<file path="src/rtl/bf_pkg.sv">
// Shared types and defaults for the bound flasher controller.
// State enum and default lamp-count / kickback-index constants.
package bf_pkg;

    localparam int BF_LED_NUM = 16;
    localparam int BF_KICK_LO = 5;
    localparam int BF_KICK_HI = 10;

    typedef enum logic [2:0] {
        ST_IDLE = 3'd0,
        ST_UP16 = 3'd1,
        ST_DN5  = 3'd2,
        ST_UP11 = 3'd3,
        ST_DN0  = 3'd4,
        ST_UP6  = 3'd5,
        ST_DN0E = 3'd6,
        ST_KDN0 = 3'd7
    } bf_state_e;

endpackage

</file>
<file path="src/rtl/bf_therm_decode.sv">
// Level to thermometer decoder for the bound flasher.
// Lamp i is lit when i is below the current level.
module bf_therm_decode #(
    parameter int LED_NUM = 16,
    parameter int LW      = 5
) (
    input  logic [LW-1:0]      lvl,
    output logic [LED_NUM-1:0] therm
);

    // one comparator per lamp
    always_comb begin
        therm = '0;
        for (int i = 0; i < LED_NUM; i++) begin
            therm[i] = (i < int'(lvl));
        end
    end

endmodule

</file>
<file path="src/rtl/bound_flasher_ctrl.sv">
// Bound flasher lamp sequencer driven by a one-cycle tick strobe.
// Kickback behaviour is built only with BOUND_FLASHER_KICKBACK_EN.
module bound_flasher_ctrl
    import bf_pkg::*;
#(
    parameter int LED_NUM = BF_LED_NUM,
    parameter int KICK_LO = BF_KICK_LO,
    parameter int KICK_HI = BF_KICK_HI
) (
    input  logic               clk,
    input  logic               rst_n,
    input  logic               tick,
    input  logic               flick,
    output logic [LED_NUM-1:0] lamp,
    output logic               busy
);

    localparam int LW = $clog2(LED_NUM + 1);

    localparam logic [LW-1:0] LVL_ONE  = LW'(1);
    localparam logic [LW-1:0] LVL_ZERO = '0;
    localparam logic [LW-1:0] LVL_TOP  = LW'(LED_NUM);
    localparam logic [LW-1:0] LVL_LO   = LW'(KICK_LO);
    localparam logic [LW-1:0] LVL_LO1  = LW'(KICK_LO + 1);
    localparam logic [LW-1:0] LVL_HI1  = LW'(KICK_HI + 1);

    bf_state_e            state_q, state_d;
    logic [LW-1:0]        lvl_q, lvl_d;
    logic [LED_NUM-1:0]   lamp_q, lamp_d;
    logic                 busy_q, busy_d;
    logic [LW-1:0]        lvl_up, lvl_dn;

    assign lvl_up = lvl_q + LVL_ONE;
    assign lvl_dn = lvl_q - LVL_ONE;

    // next state and level; nothing moves without a tick
    always_comb begin
        state_d = state_q;
        lvl_d   = lvl_q;
        if (tick) begin
            unique case (state_q)
                ST_IDLE: begin
                    if (flick) state_d = ST_UP16;
                end
                ST_UP16: begin
                    lvl_d = lvl_up;
                    if (lvl_up == LVL_TOP) begin
                        state_d = ST_DN5;
                    end
`ifdef BOUND_FLASHER_KICKBACK_EN
                    else if (flick &&
                             (lvl_up == LVL_LO1 ||
                              lvl_up == LVL_HI1)) begin
                        state_d = ST_KDN0;
                    end
`endif
                end
                ST_DN5: begin
                    lvl_d = lvl_dn;
                    if (lvl_dn == LVL_LO) state_d = ST_UP11;
                end
                ST_UP11: begin
                    lvl_d = lvl_up;
                    if (lvl_up == LVL_HI1) begin
`ifdef BOUND_FLASHER_KICKBACK_EN
                        state_d = flick ? ST_DN5 : ST_DN0;
`else
                        state_d = ST_DN0;
`endif
                    end
                end
                ST_DN0: begin
                    lvl_d = lvl_dn;
                    if (lvl_dn == LVL_ZERO) state_d = ST_UP6;
                end
                ST_UP6: begin
                    lvl_d = lvl_up;
                    if (lvl_up == LVL_LO1) state_d = ST_DN0E;
                end
                ST_DN0E: begin
                    lvl_d = lvl_dn;
                    if (lvl_dn == LVL_ZERO) state_d = ST_IDLE;
                end
`ifdef BOUND_FLASHER_KICKBACK_EN
                ST_KDN0: begin
                    lvl_d = lvl_dn;
                    if (lvl_dn == LVL_ZERO) state_d = ST_UP16;
                end
`endif
                default: begin
                    state_d = ST_IDLE;
                    lvl_d   = LVL_ZERO;
                end
            endcase
        end
    end

    bf_therm_decode #(
        .LED_NUM (LED_NUM),
        .LW      (LW)
    ) u_therm (
        .lvl   (lvl_d),
        .therm (lamp_d)
    );

    assign busy_d = (state_d != ST_IDLE);

    // registered state, level and outputs with synchronous reset
    always_ff @(posedge clk) begin
        if (!rst_n) begin
            state_q <= ST_IDLE;
            lvl_q   <= '0;
            lamp_q  <= '0;
            busy_q  <= 1'b0;
        end else begin
            state_q <= state_d;
            lvl_q   <= lvl_d;
            lamp_q  <= lamp_d;
            busy_q  <= busy_d;
        end
    end

    assign lamp = lamp_q;
    assign busy = busy_q;

endmodule

</file>
<file path="config.mk">
export PLATFORM = sky130hd
export DESIGN_NAME = bound_flasher_ctrl
export DESIGN_NICKNAME = d
export VERILOG_FILES = /design/src/rtl/bf_pkg.sv /design/src/rtl/bf_therm_decode.sv /design/src/rtl/bound_flasher_ctrl.sv
export SDC_FILE = /design/constraint.sdc
export NUM_CORES = 1
export LEC_CHECK = 0
export ABC_AREA = 1
export CAP_MARGIN = 25
export CORE_MARGIN = 2
export CORE_UTILIZATION = 45
export DETAILED_ROUTE_END_ITERATION = 10
export PLACE_DENSITY = 0.76
export SLEW_MARGIN = 20
export SYNTH_ARGS = -nofsm -noshare
export SYNTH_HDL_FRONTEND = slang
export SYNTH_SLANG_ARGS = --single-unit
</file>
<file path="constraint.sdc">
create_clock -name clk -period 2.2 [get_ports clk]
set_clock_uncertainty 0.2 [all_clocks]
set_input_delay 0.33 -clock clk [delete_from_list [all_inputs] [get_ports clk]]
set_output_delay 0.33 -clock clk [all_outputs]
set_load 0.03 [all_outputs]
</file>
==> impl_metrics.toml <==
[global_routing]
grt_overflow = 0
grtUsageMet2 = 0.290
top_usage_layer = "met2"
use_met1 = 0.262
antenna_found_initial = 0
grt_pass1_wl_um = 5090
first_global_vias = 1137
grtUsageTotal = 0.187
grtUsageMet3 = 0.0218
grt_max_degree = 15

[pwr]
intPower_w = 0.000681
cellLeakagePower_nw = 0.845
p_sw_frac = 0.250
seqPwrFrac = 0.498
power.density_mw_per_mm2 = 538
clkPwrFrac = 0.347
p_comb_frac = 0.156
ir_drop_uv = 677
p_sw_w = 0.000227

[synthesis]
syn_area_per_cell_um2 = 6.89
synth.area.top_cells = "dfxtp_1, nand2_1, nand3_1"
synth_edf_count = 0
synth_most_common_cell = "nand2_1"
synth_nets = 209
yosysSeqAreaShare = 0.348
yosysWarnings = 0
yosys_most_used_dff = "dfxtp_1"
ys_async_sr_fraction = 0
synthDistinctLibCells = 28
yosysTopAreaCell = "dfxtp_1"
netlist_instances = 200
synth-seq-cells = 24
syn_area_mm2 = 0.00138
synthDominantCellAreaShare = 0.348
netlist_top_cells_count = "nand2_1, dfxtp_1, inv_1, nand3_1, nor2_1"

[clock_tree]
clockRootBuffer = "clkbuf_4"
postCtsSetupBuffers = 0
cts_hold_buf = 0
clock_sinks = 24
clkTransAtPathRegs_ns = 0.13
ctsLongestPathBuffers = 2
cts_buffers = 3
clk_latency_ns = 0.31
cts_tree = "done"
cts_resized = 0
h-tree-depth = 1

[worst_setup_path]
worstSetupEndpointType = "primary output"
max_stage_delay_ns = 0.71
path_cells = "clkdlybuf4s50_1"
start_kind = "flop"
slowest_stage = "clkdlybuf4s50_1"
crit_path_max_fanout = 6
path_buf_inv = 1
critical_path_class = "flop to primary output"
required_ns = 1.67
arrival_ns = 1.47
critical_path.top_delay_family = "buffers and inverters"

[timing]
max_slew_margin = 0.793
period_share = 0.907
final_max_slew_viol_count = 0
min_period_ns = 2.00
finalSetupTns_ns = 0
setup_viol = 0
fmax_mhz = 501
tightest_slew_ns = 0.310
rsz0062_at_grt = "no"
final_hold_viol_count = 0

[drt]
first_pass_iters = 4
wl_per_cell_um = 11.3
drc_errors = 0
vias = 1320
wl_um = 2940
postRouteAntennaNets = 0
drt-initial-drc-count = 65
viasPerCell = 5.08

[place]
io_buffers = 20
place_hpwl_um = 2250
placed_area_mm2 = 0.00164
place.gp.congestion = 0.901

[cells_and_area]
layout-drive-gt1-share = 0.176
final_nets = 237
area_growth_pct = 22.4
antenna_cells = 0
fin_util = 0.567
register_area_um2 = 480
num-fill-cells = 286
final_area_mm2 = 0.00169
multi_input_area_um2 = 756

[worst_hold_path]
min_path_type = "flop to flop"

[floorplan]
dieArea_mm2 = 0.00352
io_pins = 21
die_h_um = 59.4
initial_utilization = 0.463
core_mm2 = 0.00298
fp-row-count = 20
die_w_um = 59.4

[run]
drv_cap = 0

[run_status]
status = "complete, no violations"
metrics by stage:
| step | hold slack (ns) | total power, W | instances | setup WS (ns) |
|---|---|---|---|---|
| finish | 0.462 | 0.000908 | 260 | 0.204 |
| CTS | 0.456 | 0.000910 | 260 | 0.202 |
| detailed placement | 0.437 | 0.000599 | 256 | 0.121 |
| global placement | 0.444 | 0.000600 | 256 | 0.138 |
| global route | 0.537 | 0.000939 | 260 | 0.0695 |
| floorplan | 0.233 | 0.000553 | 200 | 0.322 |
layout make-up:
class | count | share of cell area
Inverter | 29 | 0.0667
Timing Repair Buffer | 26 | 0.145
Tap cell | 33 | 0.0245
Sequential cell | 24 | 0.285
Multi-Input combinational cell | 144 | 0.448
Clock buffer | 3 | 0.0133
Clock inverter | 1 | 0.0178
power groups by stage:
stage	sequential (W)	clock [W]	combinational [W]
3_5_place_dp	0.000461	0	0.000138
6_report	0.000452	0.000315	0.000141
3_3_place_gp	0.000461	0	0.000139
5_1_grt	0.000453	0.000329	0.000157
2_1_floorplan	0.000478	0	0.0000751
4_1_cts	0.000452	0.000318	0.000140
placed cells by master, fill, tap and decap left out, types with 2 or more instances in the layout:
| master | instances |
|---|---|
| nand2_1 | 59 |
| dfxtp_1 | 24 |
| clkdlybuf4s50_1 | 20 |
| inv_1 | 19 |
| nand3_1 | 19 |
| nor2_1 | 14 |
| nand4_1 | 10 |
| inv_2 | 8 |
| nand2_2 | 8 |
| a21oi_1 | 6 |
| buf_4 | 6 |
| ha_1 | 5 |
| nor2_2 | 4 |
| o211ai_2 | 3 |
| clkbuf_4 | 3 |
| nor3_1 | 2 |
| o21ai_2 | 2 |
| a21oi_2 | 2 |
| o21ai_1 | 2 |
tightest hold or removal path: stages (launching register included):
cell and delay (ns):
dfxtp_1 0.39, nand2_1 0.09, nand2_1 0.05, nand2_1 0.07
inv_1 0.04
final timing paths:
path | startpoint | to | slack [ns] | depth (start not counted)
max reg2reg | lvl_q[1]$_SDFF_PN0_ | busy$_SDFF_PN0_ | 0.26 | 10
min reg2reg | state_q[0]$_SDFF_PN0_ | state_q[0]$_SDFF_PN0_ | 0.46 | 4
max | lvl_q[4]$_SDFF_PN0_ | lamp[15] | 0.20 | 1
min | state_q[0]$_SDFF_PN0_ | state_q[0]$_SDFF_PN0_ | 0.46 | 4
flip-flops by register name (all words and copies together) (netlist names):
name     count
busy         1
lamp        15
lvl_q        5
state_q      3
layer usage:
| metal | up-vias | wire length [µm] |
|---|---|---|
| li1 | 695 | - |
| met1 | 573 | 1380 |
| met2 | 45 | 1290 |
| met3 | 7 | 204 |
| met4 | 0 | 61 |
| met5 | - | 0 |
cells by family (layout without fill, tap and decap cells):
family | after synthesis | after routing | synth area share
simple gates | 117 | 117 | 0.383
buf+inv | 32 | 59 | 0.103
compound gates | 21 | 21 | 0.113
flops | 24 | 24 | 0.348
xor+xnor | 1 | 1 | 0.00635
fa+ha+maj | 5 | 5 | 0.0454
Note: power is estimated with default switching activity, not from simulation.
